[config.mk]
export PLATFORM = sky130hd
export DESIGN_NAME = pc_fetch_sequencer
export DESIGN_NICKNAME = d
export VERILOG_FILES = /design/src/rtl/pc_fetch_sequencer.sv
export SDC_FILE = /design/constraint.sdc
export NUM_CORES = 1
export LEC_CHECK = 0
export ABC_AREA = 1
export BUFFER_PORTS_ARGS = -buffer_cell sky130_fd_sc_hd__buf_4
export CORE_UTILIZATION = 40
export DETAILED_ROUTE_END_ITERATION = 7
export HOLD_SLACK_MARGIN = 0.1
export PLACE_DENSITY = 0.64
export SYNTH_ARGS = -nofsm -noshare
export SYNTH_HDL_FRONTEND = slang
export SYNTH_SLANG_ARGS = --single-unit
[constraint.sdc]
create_clock -name clk -period 2.05 [get_ports clk]
set_input_delay 0.1025 -clock clk [delete_from_list [all_inputs] [get_ports clk]]
set_output_delay 0.1025 -clock clk [all_outputs]
set_load 0.01 [all_outputs]
[src/rtl/pc_fetch_sequencer.sv]
// Fetch sequencer: owns the architectural PC, issues one instruction fetch at a time,
// holds the fetched word for decode and computes the next PC when it retires.
module pc_fetch_sequencer #(
    parameter logic [31:0] RESET_VECTOR = 32'h0000_0000,
    parameter logic [31:0] TRAP_VECTOR  = 32'h0000_0100
) (
    input  logic        clk,
    input  logic        rst_n,
    output logic        imem_req_valid,
    input  logic        imem_req_ready,
    output logic [31:0] imem_req_addr,
    input  logic        imem_rsp_valid,
    input  logic [31:0] imem_rsp_data,
    output logic        instr_valid,
    input  logic        instr_ready,
    output logic [31:0] instr_out,
    output logic [31:0] instr_pc,
    input  logic        branch,
    input  logic        zero_flag,
    input  logic [31:0] branch_imm,
    input  logic        jump,
    input  logic [31:0] jump_target,
    input  logic        halt_req,
    output logic        halted,
    output logic        misalign_trap,
    output logic [31:0] pc_out,
    output logic [31:0] instret
);

    localparam int unsigned XLEN = 32;

    typedef enum logic [2:0] {
        S_RESET,
        S_REQ,
        S_WAIT,
        S_HOLD,
        S_HALTED
    } state_t;

    state_t            state;
    logic [XLEN-1:0]   next_pc_c;
    logic              next_misaligned_c;

    // Next-PC selection for the held instruction; jump outranks a taken branch.
    always_comb begin
        next_pc_c = instr_pc + XLEN'(4);
        if (jump) begin
            next_pc_c = jump_target;
        end else if (branch && zero_flag) begin
            next_pc_c = instr_pc + branch_imm;
        end
        next_misaligned_c = (next_pc_c[1:0] != 2'b00);
    end

    assign imem_req_addr = pc_out;

    always_ff @(posedge clk or negedge rst_n) begin
        if (!rst_n) begin
            state          <= S_RESET;
            pc_out         <= RESET_VECTOR;
            instr_out      <= '0;
            instr_pc       <= '0;
            instret        <= '0;
            imem_req_valid <= 1'b0;
            instr_valid    <= 1'b0;
            halted         <= 1'b0;
            misalign_trap  <= 1'b0;
        end else begin
            misalign_trap <= 1'b0;
            case (state)
                S_RESET: begin
                    state          <= S_REQ;
                    imem_req_valid <= 1'b1;
                end
                S_REQ: begin
                    if (imem_req_ready) begin
                        state          <= S_WAIT;
                        imem_req_valid <= 1'b0;
                    end
                end
                S_WAIT: begin
                    if (imem_rsp_valid) begin
                        state       <= S_HOLD;
                        instr_out   <= imem_rsp_data;
                        instr_pc    <= pc_out;
                        instr_valid <= 1'b1;
                    end
                end
                S_HOLD: begin
                    // Retire: redirect, count, then either refetch or park.
                    if (instr_ready) begin
                        instr_valid <= 1'b0;
                        instret     <= instret + XLEN'(1);
                        if (next_misaligned_c) begin
                            pc_out        <= TRAP_VECTOR;
                            misalign_trap <= 1'b1;
                        end else begin
                            pc_out <= next_pc_c;
                        end
                        if (halt_req) begin
                            state  <= S_HALTED;
                            halted <= 1'b1;
                        end else begin
                            state          <= S_REQ;
                            imem_req_valid <= 1'b1;
                        end
                    end
                end
                S_HALTED: begin
                    if (!halt_req) begin
                        state          <= S_REQ;
                        halted         <= 1'b0;
                        imem_req_valid <= 1'b1;
                    end
                end
                default: begin
                    state          <= S_RESET;
                    imem_req_valid <= 1'b0;
                    instr_valid    <= 1'b0;
                    halted         <= 1'b0;
                end
            endcase
        end
    end

endmodule

==> results of run 1 <==
worst min-delay path: stages:
cell     delay [ns]
buf_4          0.07
o21ai_0        0.14
a21oi_1        0.18
flip-flops by register name (all words and copies together) (netlist names):
register and count:
imem_req_valid 1, halted 1, instr_out 32, misalign_trap 1
instr_pc 32, imem_req_addr 32, state 3, instr_valid 1
instret 32
kinds of logic after synthesis:
kind of cell	after synthesis	share of synthesized area [%]
AOI/OAI and AO/OA	129	7.16
DFF	135	35.3
adders and majority gates	34	4.52
and+or+nand+nor	730	32.5
muxes	43	5.05
buffers and inverters	245	11.0
xor gates and xnor gates	49	4.48
stage by stage:
step           setup TNS, ns  util, %  setup WS [ns]  cells
2_1_floorplan         -0.537        -        -0.0459   1365
3_3_place_gp           -1.62     53.4         -0.182   1998
3_5_place_dp           -2.24     53.4         -0.191   1998
4_1_cts                    0     59.6        0.00463   2098
5_1_grt                -3.01     61.2         -0.177   2100
6_report              -0.237     61.2        -0.0469   2100
per-layer routing:
metal,vias up,part of all wire [%]
met5,-,0
met4,0,1.3
met3,32,7.0
met2,392,48
met1,4881,44
li1,5099,-
power by group through the flow:
stage / registers (uW) / clock network [uW] / logic [uW]
after floorplan: 4940 / 0 / 4960
after CTS: 4570 / 3100 / 10300
after global placement: 4530 / 0 / 9850
final: 4630 / 3070 / 10900
after detailed placement: 4560 / 0 / 9930
after global routing: 4750 / 3230 / 11800
timing repair:
| item | CTS | global route |
|---|---|---|
| gates cloned | 0 | 0 |
| setup buffers | 1 | 2 |
| hold buffers | 67 | 0 |
| setup endpoints to repair | 28 | 29 |
| resized for setup | 38 | 81 |
| endpoints found under the hold margin | 123 | 0 |
| pin swaps | 4 | 17 |
cells in the mapped netlist (all sizes together) (2+ instances only):
master	count
o21ai	65
xnor2	26
or2	4
ha	33
nand3	70
xor2	23
nor3	34
o21bai	4
inv	185
nor2	146
buf	45
nor3b	3
nand3b	3
o22ai	6
o211ai	3
o31ai	2
nor4	3
nand2	443
a31oi	4
dfrtp	135
a21oi	43
clkbuf	14
nand4	22
mux2	43
cell type report:
| cell class | count | area (sq um) |
|---|---|---|
| Clock buffer | 17 | 425 |
| Multi-Input combinational cell | 985 | 5710 |
| Fill cell | 2150 | 9120 |
| Clock inverter | 15 | 155 |
| Sequential cell | 135 | 3380 |
| Inverter | 186 | 698 |
| Tap cell | 319 | 399 |
| Timing Repair Buffer | 443 | 3580 |
worst max path at each step:
stage	startpoint	endpoint	slack [ns]	cells past startpoint
2_1_floorplan	instr_pc[0]$_DFFE_PN0P_	imem_req_addr[8]$_DFFE_PN0P_	-0.05	9
3_3_place_gp	instr_pc[0]$_DFFE_PN0P_	imem_req_addr[20]$_DFFE_PN0P_	-0.18	14
3_5_place_dp	instr_pc[0]$_DFFE_PN0P_	imem_req_addr[6]$_DFFE_PN0P_	-0.19	11
4_1_cts	instr_pc[0]$_DFFE_PN0P_	imem_req_addr[16]$_DFFE_PN0P_	0.005	12
5_1_grt	instr_pc[3]$_DFFE_PN0P_	imem_req_addr[18]$_DFFE_PN0P_	-0.18	16
6_report	instr_pc[1]$_DFFE_PN0P_	imem_req_addr[24]$_DFFE_PN0P_	-0.05	10
==> reports/metrics.csv, run 1 <==
stage,metric,value,unit
status,status,"complete, but fails checks",
status,failing checks,setup timing,
sta,"Period Utilization, post-route",102,%
power_and_ir_drop,Pwr Density,1290,nW/um^2
clock_network,root buffer cell,clkbuf_16,
logic_synthesis,Post-synth EDFFs,0,
power_and_ir_drop,Clk pwr share,16.5,%
route,Routed Antenna Nets,0,
sta,final setup violation count,15,
layout,synth-to-layout area growth,49.8,%
logic_synthesis,largest cells by area after synthesis,"dfrtp_1 (35%), nand2_1 (17%), inv_1 (7.1%)",
setup_path,Setup CP Type,register to register,
sta,hold_ws,0.126,ns
clock_network,worst-case clock buffer depth,2,
global_routing,total gr overflow,0,
placement,GPL Wtd Cong,0.948,
floorplanning,DIE HEIGHT,157,um
sta,Max Clock Skew,0.0158,ns
sta,Final Max Tran Viols,0,
power_and_ir_drop,Combinational Power Share,58.5,%
global_routing,Total GRT Usage,28.1,%
setup_path,worst reg2reg setup slack,-0.05,ns
global_routing,met2 global-route usage,46.8,%
route,WL/cell,16.5,um
route,Starting DRT DRC Count,664,
sta,RSZ-0062 raised after global routing,yes,
logic_synthesis,register area share after synthesis,35.3,%
logic_synthesis,"Top FF cell, synth",dfrtp_1,
clock_network,CTS tree,done,
placement,Area after DPL,12500,sq um
logic_synthesis,Syn. warnings,0,
logic_synthesis,Post-Syn Area,9580,sq um
setup_path,Slowest cell on crit path,fa_2,
global_routing,first-pass GRT wire length,52600,um
setup_path,Worst Setup Start Kind,register,
power_and_ir_drop,switch share,45.1,%
setup_path,CP endpoint kind,register,
min_path,Hold Path Depth,3,
setup_path,Max stage delay on crit path,0.48,ns
setup_path,critical-path cell list,"buf_4, fa_2, o31ai_4, nand2_2, nor2_4, inv_2, buf_12, nor2_2, nand2_1, nand2_1",
setup_path,reg2reg path depth,10,
global_routing,Global Route met3 Usage,5.34,%
global_routing,pin count of the biggest net entering global routing,59,
setup_path,Worst path top cell family by delay,adder cells,
route,DRC,0,
logic_synthesis,ys async rst share,100,%
logic_synthesis,Syn Inst Count,1365,
floorplanning,# rows,56,
route,1st-pass router iterations,5,
setup_path,Crit path buffers/inverters,3,
floorplanning,io pins,269,
layout,"commonest cells after routing, fill and taps aside","nand2_1 (410), buf_4 (368), inv_1 (179)",
power_and_ir_drop,switching pwr,8370,uW
global_routing,Global Route met1 Usage,37.6,%
floorplanning,Die Wd,157,um
sta,Least-Margin Pin Slew,0.569,ns
clock_network,clock latency on the worst-skew pair,0.42,ns
logic_synthesis,top cell type's share of synthesized area,35.3,%
logic_synthesis,Netlist cell types,44,
sta,Final WS setup,-0.0469,ns
power_and_ir_drop,Pleak,0.00753,uW
setup_path,CP dominant cell by count,nand2_1,
logic_synthesis,syn nets,1504,
min_path,Hold Path Sink,misalign_trap$_DFF_PN0_,
logic_synthesis,Mean Syn Cell Area,7.02,sq um
power_and_ir_drop,Peak VDD IR,0.762,mV
route,Routed WL,34700,um
global_routing,GR peak layer,met2,
sta,Tmin final,2.10,ns
setup_path,Worst R2R Start,instr_pc[1]$_DFFE_PN0P_,
setup_path,CP arrival,2.45,ns
floorplanning,Core Area,23500,sq um
setup_path,RR Endpoint,imem_req_addr[24]$_DFFE_PN0P_,
clock_network,H-tree lvl count,4,
setup_path,CP required,2.41,ns
sta,fmax,477,MHz
layout,"commonest non-fill, non-tap cell in the layout",nand2_1,
run,Max Cap Viol,0,
power_and_ir_drop,Internal Pwr Total,10200,uW
floorplanning,Initial Utilization,40.8,%
global_routing,number of global-route vias before repair,9910,
sta,worst rel slew slack,62.1,%
clock_network,"Clk pin slew, worst setup/hold paths",0.07,ns
power_and_ir_drop,sequential power share,24.9,%
clock_network,CTS Buf Count,17,
floorplanning,die area,24600,sq um
logic_synthesis,most area-hungry cell type in the Yosys netlist,dfrtp_1,
route,via count,10400,
min_path,startpoint of the worst hold path,jump_target[0],
setup_path,worst-path maximum fanout,15,
placement,Port-buffer cells,268,
global_routing,initial antenna violation count,0,
sta,"Hold Vio Cnt, Final",0,
route,Vias/cell,4.95,
placement,post-DP HPWL,26600,um
layout,Final Net Count,1907,
layout,post-route cell area,14400,sq um
min_path,Worst Hold Class,input pin to register,
power_and_ir_drop,total power,18600,uW
clock_network,Sink Count,135,
layout,share of cells above drive strength 1,32.7,%
layout,ANT cells,0,
logic_synthesis,synthesis-stage register bit count,135,
(Power assumes the default switching activity.)
==> run 2, diff against run 1 <==
--- a/config.mk
+++ b/config.mk
@@ -6,7 +6,9 @@
 export NUM_CORES = 1
 export LEC_CHECK = 0
 export ABC_AREA = 1
+export ABC_CLOCK_PERIOD_IN_PS = 2050
 export BUFFER_PORTS_ARGS = -buffer_cell sky130_fd_sc_hd__buf_4
+export CORE_MARGIN = 2
 export CORE_UTILIZATION = 40
 export DETAILED_ROUTE_END_ITERATION = 7
 export HOLD_SLACK_MARGIN = 0.1
==> constraint.sdc (replaced) <==
create_clock -name clk -period 2.05 [get_ports clk]
set_input_delay 0.1025 -clock clk [delete_from_list [all_inputs] [get_ports clk]]
set_output_delay 0.1025 -clock clk [all_outputs]
set_load 0.05 [all_outputs]
==> run 2 against run 1 <==
Effect of this change: the flow still finishes with violations (setup timing); clock skew decreased by 0.0013 ns; sequential share of layout area decreased by 0.38 points; count of clock-buffer cells in the layout unchanged; non-clock buffer count increased by 2; sequential power increased by 2%; wire length increased by 2.2%; combinational power increased by 39%; total power increased by 24%; clock power increased by 6.8%; flip-flop and latch count unchanged; cell area increased by 1.9%.
==> reports/metrics.csv, run 2 (synthesis results as in run 1) <==
stage,metric,value,unit
placement,Port-buffer cells,268,
route,Starting DRT DRC Count,678,
floorplanning,Initial Utilization,40.8,%
power_and_ir_drop,sequential power share,20.4,%
sta,Final Max Tran Viols,0,
floorplanning,Core Area,23500,sq um
setup_path,CP dominant cell by count,nand3_4,
setup_path,CP required,2.35,ns
clock_network,"Clk pin slew, worst setup/hold paths",0.07,ns
layout,synth-to-layout area growth,52.7,%
layout,ANT cells,0,
power_and_ir_drop,Pwr Density,1580,nW/um^2
global_routing,pin count of the biggest net entering global routing,54,
layout,Util after Layout,62.3,%
sta,worst rel slew slack,65.1,%
setup_path,critical path depth in cells,11,
sta,"Period Utilization, post-route",105,%
min_path,Hold Path Depth,3,
global_routing,first-pass GRT wire length,55100,um
global_routing,Total GRT Usage,27.4,%
global_routing,total gr overflow,0,
status,failing checks,setup timing,
clock_network,Sink Count,135,
route,Routed Antenna Nets,0,
sta,Final WS setup,-0.103,ns
placement,GPL Wtd Cong,0.935,
power_and_ir_drop,switching pwr,12200,uW
setup_path,worst-path maximum fanout,4,
sta,fmax,465,MHz
placement,Area after DPL,12400,sq um
power_and_ir_drop,Peak VDD IR,1.10,mV
setup_path,CP arrival,2.46,ns
sta,final setup violation count,16,
power_and_ir_drop,Internal Pwr Total,10900,uW
sta,Tmin final,2.15,ns
setup_path,critical-path cell list,"ha_4, fa_2, nand3_2, nand3_4, nand3_4, nand3_4, buf_6, nor2_4, o21ai_1, a21oi_1, o22ai_1",
clock_network,CTS Buf Count,17,
sta,RSZ-0062 raised after global routing,yes,
clock_network,root buffer cell,clkbuf_16,
layout,share of cells above drive strength 1,35.0,%
route,via count,10600,
route,1st-pass router iterations,5,
setup_path,CP endpoint kind,register,
sta,Max Clock Skew,0.0146,ns
floorplanning,# rows,56,
layout,"commonest cells after routing, fill and taps aside","nand2_1 (404), buf_4 (370), inv_1 (179)",
route,Vias/cell,5.02,
layout,post-route cell area,14600,sq um
setup_path,Max stage delay on crit path,0.42,ns
setup_path,Slowest cell on crit path,dfrtp_2,
power_and_ir_drop,Combinational Power Share,65.4,%
sta,"Hold Vio Cnt, Final",0,
clock_network,worst-case clock buffer depth,2,
setup_path,Worst path top cell family by delay,adder cells,
setup_path,reg2reg path depth,11,
route,Routed WL,35500,um
global_routing,initial antenna violation count,0,
power_and_ir_drop,switch share,52.9,%
sta,Least-Margin Pin Slew,0.523,ns
placement,post-DP HPWL,26500,um
floorplanning,io pins,269,
clock_network,H-tree lvl count,4,
layout,Final Net Count,1909,
sta,setup TNS,-0.596,ns
floorplanning,Die Wd,159,um
clock_network,clock latency on the worst-skew pair,0.43,ns
run,Max Cap Viol,0,
floorplanning,DIE HEIGHT,159,um
layout,"commonest non-fill, non-tap cell in the layout",nand2_1,
floorplanning,die area,25200,sq um
power_and_ir_drop,Pleak,0.00753,uW
power_and_ir_drop,Clk pwr share,14.2,%
setup_path,Setup CP Type,register to register,
min_path,Worst Hold Class,input pin to register,
route,DRC,0,
global_routing,number of global-route vias before repair,10400,
setup_path,Worst Setup Start Kind,register,
placement,Post-Place Cells,1992,
layout,Final Non-Filler Cells,2101,
setup_path,Crit path buffers/inverters,1,
status,status,"complete, but fails checks",
clock_network,CTS tree,done,
route,WL/cell,16.9,um
-- run 2: cell types whose count changed in the layout (fill, tap and decap cells not counted), sizes merged --
cell         delta
dlygate4sd3     +1
bufinv          +3
clkinv          -1
inv             -5
clkinvlp        +2
buf             +1
-- run 2: tightest hold or removal path, stage by stage --
cell and delay, ns:
buf_4 0.07, o21ai_0 0.13, a21oi_1 0.18
-- run 2: power groups by stage --
stage	registers (uW)	clock network [uW]	logic [uW]
4_1_cts	4610	3320	14200
2_1_floorplan	7780	0	5780
3_5_place_dp	4570	0	13700
3_3_place_gp	4550	0	13600
6_report	4710	3280	15100
5_1_grt	4820	3450	16100
-- run 2: cell type report --
type                    instances  area, sq um
multi-input cells             985         5970
clock buffers                  17          425
flip-flops and latches        135         3390
inverters                     186          703
well taps                     319          399
fillers                      2109         8840
clock inverters                14          189
repair buffers                445         3550
-- run 2: path summary, 6_finish.rpt --
path	start	slack (ns)	endpoint
worst min-delay path	jump_target[0]	0.10	misalign_trap$_DFF_PN0_
worst max-delay path	instr_pc[0]$_DFFE_PN0P_	-0.10	imem_req_addr[12]$_DFFE_PN0P_
min in group asynchronous	rst_n	0.17	instret[16]$_DFFE_PN0P_
max in group asynchronous	rst_n	1.04	state[1]$_DFFE_PN0P_
worst min register to register	instret[20]$_DFFE_PN0P_	0.50	instret[20]$_DFFE_PN0P_
worst max register to register	instr_pc[0]$_DFFE_PN0P_	-0.10	imem_req_addr[12]$_DFFE_PN0P_
-- run 2: through the flow --
stage	power [uW]	hold WS [ns]	worst slack, ns
5_1_grt	24400	0.158	-0.173
3_5_place_dp	18300	0.0952	-0.212
4_1_cts	22100	0.110	-0.0698
3_3_place_gp	18200	0.0779	-0.155
6_report	23100	0.105	-0.103
2_1_floorplan	13600	-0.193	-0.129
-- run 2: routing by layer --
layer / routed length [um] / global-route usage, % / part of all wire (%)
met4: 827 / 6.92 / 2.3
met5: 0 / 0 / 0
met3: 2620 / 5.64 / 7.4
met2: 17000 / 45.9 / 48
met1: 15100 / 36.1 / 43
-- run 2: repair_timing --
action,in CTS,in global routing
pin swaps,11,26
hold endpoints to repair,150,0
buffers inserted,2,8
endpoints found under the setup margin,29,30
hold buffers,68,0
gates resized for setup,47,121
